==> config.mk <==
export PLATFORM = sky130hd
export DESIGN_NAME = id_ex_stage
export DESIGN_NICKNAME = d
export VERILOG_FILES = /design/src/rtl/id_ex_stage.sv
export SDC_FILE = /design/constraint.sdc
export NUM_CORES = 1
export LEC_CHECK = 0
export ABC_AREA = 0
export BUFFER_PORTS_ARGS = -buffer_cell sky130_fd_sc_hd__buf_2
export CAP_MARGIN = 15
export CORE_MARGIN = 3
export CORE_UTILIZATION = 43
export DETAILED_ROUTE_END_ITERATION = 8
export GPL_TIMING_DRIVEN = 0
export HOLD_SLACK_MARGIN = 0.06
export PLACE_DENSITY = 0.77
export SLEW_MARGIN = 10
export SYNTH_ARGS = -nofsm -noshare
export SYNTH_HDL_FRONTEND = slang
export SYNTH_SLANG_ARGS = --single-unit
==> constraint.sdc <==
create_clock -name clk -period 2.51 [get_ports clk]
set_clock_uncertainty 0.15 [all_clocks]
set_input_delay 0.502 -clock clk [delete_from_list [all_inputs] [get_ports clk]]
set_output_delay 0.502 -clock clk [all_outputs]
set_load 0.02 [all_outputs]
==> src/rtl/id_ex_stage.sv <==
// ID/EX pipeline register with load-use hazard detection, bubble insertion
// and saturating stall/flush event counters.
module id_ex_stage #(
  parameter int DW = 32,
  parameter int CW = 16
) (
  input  logic          clk,
  input  logic          rst_n,
  // ID-stage instruction
  input  logic          IF_ID_Valid,
  input  logic [4:0]    IF_ID_RS,
  input  logic [4:0]    IF_ID_RT,
  input  logic [4:0]    IF_ID_RD,
  input  logic          IF_ID_UsesRT,
  input  logic          IF_ID_RegWrite,
  input  logic          IF_ID_MemRead,
  input  logic          IF_ID_MemWrite,
  input  logic          IF_ID_MemtoReg,
  input  logic          IF_ID_ALUSrc,
  input  logic [3:0]    IF_ID_ALUCtrl,
  input  logic [DW-1:0] IF_ID_RS_data,
  input  logic [DW-1:0] IF_ID_RT_data,
  input  logic [DW-1:0] IF_ID_Imm,
  input  logic [DW-1:0] IF_ID_PC,
  // pipeline control
  input  logic          Flush,
  input  logic          Hold,
  input  logic          CntClr,
  // registered stage contents
  output logic          ID_EX_Valid,
  output logic [4:0]    ID_EX_RS,
  output logic [4:0]    ID_EX_RT,
  output logic [4:0]    ID_EX_RD,
  output logic          ID_EX_UsesRT,
  output logic          ID_EX_RegWrite,
  output logic          ID_EX_MemRead,
  output logic          ID_EX_MemWrite,
  output logic          ID_EX_MemtoReg,
  output logic          ID_EX_ALUSrc,
  output logic [3:0]    ID_EX_ALUCtrl,
  output logic [DW-1:0] ID_EX_RS_data,
  output logic [DW-1:0] ID_EX_RT_data,
  output logic [DW-1:0] ID_EX_Imm,
  output logic [DW-1:0] ID_EX_PC,
  // hazard outputs
  output logic          PCWrite,
  output logic          IF_ID_Write,
  output logic          Stall,
  output logic [CW-1:0] StallCnt,
  output logic [CW-1:0] FlushCnt
);

  typedef struct packed {
    logic          valid;
    logic [4:0]    rs;
    logic [4:0]    rt;
    logic [4:0]    rd;
    logic          uses_rt;
    logic          reg_write;
    logic          mem_read;
    logic          mem_write;
    logic          mem_to_reg;
    logic          alu_src;
    logic [3:0]    alu_ctrl;
    logic [DW-1:0] rs_data;
    logic [DW-1:0] rt_data;
    logic [DW-1:0] imm;
    logic [DW-1:0] pc;
  } stage_t;

  localparam logic [CW-1:0] CNT_MAX = '1;

  stage_t        stage_q, stage_d;
  logic [CW-1:0] stall_cnt_q, stall_cnt_d;
  logic [CW-1:0] flush_cnt_q, flush_cnt_d;
  logic          hz;
  logic          stall;
  logic          src_match;

  // Load in EX whose destination feeds the instruction now in ID.
  assign src_match = (stage_q.rd == IF_ID_RS) | (IF_ID_UsesRT & (stage_q.rd == IF_ID_RT));
  assign hz        = stage_q.valid & stage_q.mem_read & (stage_q.rd != 5'd0) & IF_ID_Valid & src_match;
  // A flush kills the dependent instruction, and a hold freezes everything,
  // so either one suppresses the stall.
  assign stall     = hz & ~Flush & ~Hold;

  assign Stall       = stall;
  assign PCWrite     = ~(stall | Hold);
  assign IF_ID_Write = ~(stall | Hold);

  // Next stage contents: hold > flush/stall bubble > load from ID.
  always_comb begin
    // NOTE: every signal gets a default first so no path leaves it unassigned,
    // which would otherwise infer a latch.
    stage_d = stage_q;
    if (Hold) begin
      stage_d = stage_q;
    end else if (Flush || stall) begin
      // Bubble: kill validity and every state-changing control bit; the
      // remaining fields keep their old values since nothing consumes them.
      stage_d.valid      = 1'b0;
      stage_d.reg_write  = 1'b0;
      stage_d.mem_read   = 1'b0;
      stage_d.mem_write  = 1'b0;
      stage_d.mem_to_reg = 1'b0;
    end else begin
      stage_d.valid      = IF_ID_Valid;
      stage_d.rs         = IF_ID_RS;
      stage_d.rt         = IF_ID_RT;
      stage_d.rd         = IF_ID_RD;
      stage_d.uses_rt    = IF_ID_UsesRT;
      stage_d.rs_data    = IF_ID_RS_data;
      stage_d.rt_data    = IF_ID_RT_data;
      stage_d.imm        = IF_ID_Imm;
      stage_d.pc         = IF_ID_PC;
      // Invalid slots carry no control so they can never write anything.
      stage_d.reg_write  = IF_ID_Valid & IF_ID_RegWrite;
      stage_d.mem_read   = IF_ID_Valid & IF_ID_MemRead;
      stage_d.mem_write  = IF_ID_Valid & IF_ID_MemWrite;
      stage_d.mem_to_reg = IF_ID_Valid & IF_ID_MemtoReg;
      stage_d.alu_src    = IF_ID_Valid & IF_ID_ALUSrc;
      stage_d.alu_ctrl   = IF_ID_Valid ? IF_ID_ALUCtrl : 4'd0;
    end
  end

  // Saturating event counters; clear wins over increment, hold freezes both.
  always_comb begin
    stall_cnt_d = stall_cnt_q;
    flush_cnt_d = flush_cnt_q;
    if (!Hold) begin
      if (CntClr) begin
        stall_cnt_d = '0;
        flush_cnt_d = '0;
      end else begin
        if (stall && (stall_cnt_q != CNT_MAX)) stall_cnt_d = stall_cnt_q + 1'b1;
        if (Flush && (flush_cnt_q != CNT_MAX)) flush_cnt_d = flush_cnt_q + 1'b1;
      end
    end
  end

  // State registers; reset empties the stage and zeroes the counters.
  always_ff @(posedge clk or negedge rst_n) begin
    // NOTE: sequential state uses non-blocking assignments so all flops
    // sample their inputs from the same pre-edge values.
    if (!rst_n) begin
      stage_q     <= '0;
      stall_cnt_q <= '0;
      flush_cnt_q <= '0;
    end else begin
      stage_q     <= stage_d;
      stall_cnt_q <= stall_cnt_d;
      flush_cnt_q <= flush_cnt_d;
    end
  end

  assign ID_EX_Valid    = stage_q.valid;
  assign ID_EX_RS       = stage_q.rs;
  assign ID_EX_RT       = stage_q.rt;
  assign ID_EX_RD       = stage_q.rd;
  assign ID_EX_UsesRT   = stage_q.uses_rt;
  assign ID_EX_RegWrite = stage_q.reg_write;
  assign ID_EX_MemRead  = stage_q.mem_read;
  assign ID_EX_MemWrite = stage_q.mem_write;
  assign ID_EX_MemtoReg = stage_q.mem_to_reg;
  assign ID_EX_ALUSrc   = stage_q.alu_src;
  assign ID_EX_ALUCtrl  = stage_q.alu_ctrl;
  assign ID_EX_RS_data  = stage_q.rs_data;
  assign ID_EX_RT_data  = stage_q.rt_data;
  assign ID_EX_Imm      = stage_q.imm;
  assign ID_EX_PC       = stage_q.pc;
  assign StallCnt       = stall_cnt_q;
  assign FlushCnt       = flush_cnt_q;

endmodule
==> out/metrics.csv <==
metric,value,unit
"Hold Vio Cnt, Final",0,
RSZ-0062 raised after global routing,yes,
Synth top cells by count,"dfrtp_1 (186), mux2_1 (100), mux2_2 (45)",
starting density of the core,0.4424,
ys flop type,dfrtp_1,
number of synthesized register bits,186,
final worst-path setup slack,-261.6,ps
antenna-violating nets left,0,
Clock Pin Slew Worst Setup and Hold Paths,80,ps
die area,19620,µm²
cell with the most instances after synthesis,dfrtp_1,
CORE AREA,17480,µm²
Synth warnings,0,
Fmax achieved,0.3608,GHz
final core utilization,0.6614,
"slowest stage delay, CP",550,ps
cell count along the critical path,9,
CTS Buf Count,17,
post-synthesis sequential area ratio,0.6020,
Routed wire per std cell,19.71,µm
Layout fillers,1285,
vias in the first global route,6626,
final slew viol count,0,
first-pass GRT wire length,36.71,mm
worst slew pin tran,722.3,ps
largest fanout on the critical path,9,
pwr dens,726.8,nW/µm²
num ports,348,
clock sink total,186,
fin nets,1124,
clock root buffer,clkbuf_16,
crit path max-delay cell type,or4_4,
share of cells above drive strength 1,0.5809,
startpoint types,flip-flop,
Pre-antenna DRT Iters,5,
Period minus WS final,2772,ps
min-delay src,IF_ID_PC[13],
largest net degree at the start of global routing,95,
"Net Count, Synth",724,
crit share post-route,1.104,
Die Span Y,140.1,µm
peak supply drop,538.5,µV
area grow syn2layout,49.52,%
Worst slew margin,0.5185,
"Async S/R FF share, synth",1.000,
leading area contributor after synthesis,dfrtp_1,
Finish-stage setup viols,152,
"Clk Latency, worst-skew pair",420,ps
Worst Hold Class,input port to flip-flop,
GR Overflow Total,0,
CP endpoint,ID_EX_RT_data[2]$_DFFE_PN0P_,
kind of critical path,flip-flop to flip-flop,
MaxCap Viol Count,0,
Tot GR Track Use,0.2383,
crit path cell chain,or4_4 > o21ai_4 > inv_2 > buf_4 > a211oi_4 > buf_6 > buf_12 > bufbuf_16 > mux2_1,
row cnt,48,
worst r2r src,ID_EX_RD[0]$_DFFE_PN0P_,
Setup crit start,ID_EX_RD[0]$_DFFE_PN0P_,
CP arrival,2930,ps
critical path capture point type,flip-flop,
FF-to-FF setup slack,-260,ps
Leakage,5.826,nW
cell count after synthesis,563,
cells taking the most area after synthesis,"dfrtp_1 (60%), mux2_1 (15%), mux2_2 (6.6%), xnor2_1 (1.7%), and3_1 (1.5%)",
TritonCTS clock tree,yes,
via/cell ratio,5.165,
"Distinct cells, synth",43,
outcome,finished with violations,
number of synthesized flops with an enable pin,0,
Max Root-Sink Buffers,2,
Place WS,-476.6,ps
worst-case reg-to-reg path depth,9,
via count,6213,
initial antenna violation count,2,
Worst Path Buf+Inv,5,
# DRC,0,
Worst EP required,2670,ps
# port buffers,345,
failing checks,setup timing,
"Avg Cell Area, Syn",13.73,µm²
mapped cell area,7731,µm²
Die Width,140.1,µm
family with the most delay on the worst path,buffers and inverters,
area share of the largest cell type after synthesis,0.6020,
Routed Wire Length,23.72,mm
H-tree levels,4,
starting DRC count in detailed routing,228,
R2R Path End,ID_EX_RT_data[2]$_DFFE_PN0P_,
HPWL after DPL,16.85,mm
gpl congestion,0.8556,
Final Power,0.008401,W
## repair_timing
action,CTS,global route
endpoints found under the setup margin,162,163
gates cloned,9,1
buffers inserted,22,6
hold buffers,1,0
resized for setup,129,31
hold endpoints to repair,92,0
pin swaps,6,1
## per-layer routing
metal | routed length, µm | share of wire | vias up | track usage
met4 | 518 | 0.022 | 0 | 0.07700
met3 | 1529 | 0.064 | 38 | 0.05633
met1 | 9588 | 0.40 | 3105 | 0.2985
met5 | 0 | 0 | - | 0
li1 | - | - | 2829 | -
met2 | 12080 | 0.51 | 241 | 0.4097
## kinds of logic (layout without fill, tap and decap cells)
group / Yosys count / in the layout / synth area share
flops: 186 / 186 / 0.6020
mux: 151 / 151 / 0.2190
simple gates: 106 / 106 / 0.07218
compound gates: 53 / 53 / 0.05001
buf+inv: 43 / 456 / 0.02864
xor+xnor: 22 / 22 / 0.02492
fa+ha+maj: 2 / 2 / 0.003236
other cells: 0 / 2 / 0
## how the worst min path moves through the flow
stage / end / cells past startpoint / slack, ps
after floorplan: FlushCnt[0]$_DFFE_PN0P_ / 0 / 60
after global placement: ID_EX_MemWrite$_DFFE_PN0N_ / 2 / 310
after detailed placement: ID_EX_RegWrite$_DFFE_PN0N_ / 2 / 310
after CTS: ID_EX_PC[13]$_DFFE_PN0P_ / 2 / 120
after global routing: ID_EX_RS_data[30]$_DFFE_PN0P_ / 2 / 130
final: ID_EX_PC[13]$_DFFE_PN0P_ / 2 / 140
## registers in the layout, indices dropped and copies added (netlist names), 4 cells and up
register,count
FlushCnt,16
ID_EX_ALUCtrl,4
ID_EX_Imm,32
ID_EX_PC,32
ID_EX_RD,5
ID_EX_RS,5
ID_EX_RS_data,32
ID_EX_RT,5
ID_EX_RT_data,32
StallCnt,16
## power breakdown
group          total (W)  internal, W  switching, W  leakage, nW
registers        0.00364      0.00338      0.000258         2.26
logic            0.00203     0.000945       0.00108         3.28
clock network    0.00274      0.00147       0.00127        0.290
## metrics by stage
stage / instance area [µm²] / cells / TNS, ps / hold WS, ps
2_1_floorplan: 7764 / 563 / -19.89 / 56.41
3_3_place_gp: 9772 / 1133 / -478930 / 308.8
3_5_place_dp: 9809 / 1134 / -63700 / 312.4
4_1_cts: 11380 / 1197 / -26060 / 122.2
5_1_grt: 11560 / 1203 / -38430 / 125.8
6_report: 11560 / 1203 / -24000 / 140.1
## layout make-up
type / count / area (µm²) / share of cell area
flip-flops and latches: 186 / 4659 / 0.4031
multi-input cells: 334 / 3244 / 0.2807
repair buffers: 383 / 2372 / 0.2052
clock buffers: 19 / 452.9 / 0.03918
plain buffers: 26 / 340.3 / 0.02944
well taps: 225 / 281.5 / 0.02435
clock inverters: 13 / 147.6 / 0.01277
inverters: 15 / 56.30 / 0.004871
diodes: 2 / 5.005 / 0.0004329
## placed cells by master, fill, tap and decap left out, types with 3 or more instances in the layout
cell type | synthesis | routed
o211ai_1 | 5 | 5
bufbuf_16 | 0 | 3
mux2_1 | 100 | 27
and3_1 | 19 | 18
mux2_4 | 0 | 85
clkbuf_1 | 11 | 7
nand2_1 | 27 | 27
clkbuf_16 | 0 | 18
buf_4 | 13 | 16
nand4_1 | 8 | 8
o21ai_0 | 18 | 18
inv_8 | 0 | 3
xor2_1 | 7 | 7
buf_16 | 0 | 7
inv_6 | 0 | 4
nor2_1 | 16 | 15
xnor2_1 | 15 | 14
nand3_1 | 8 | 8
inv_1 | 14 | 14
buf_2 | 3 | 342
o22a_1 | 11 | 11
dfrtp_1 | 186 | 182
or4_1 | 5 | 4
buf_8 | 0 | 4
nor4_1 | 6 | 6
dfrtp_2 | 0 | 4
o41ai_1 | 5 | 4
mux2i_1 | 6 | 6
nor3_1 | 5 | 5
buf_6 | 1 | 7
buf_12 | 0 | 19
mux2_2 | 45 | 33
(Power assumes the default switching activity.)
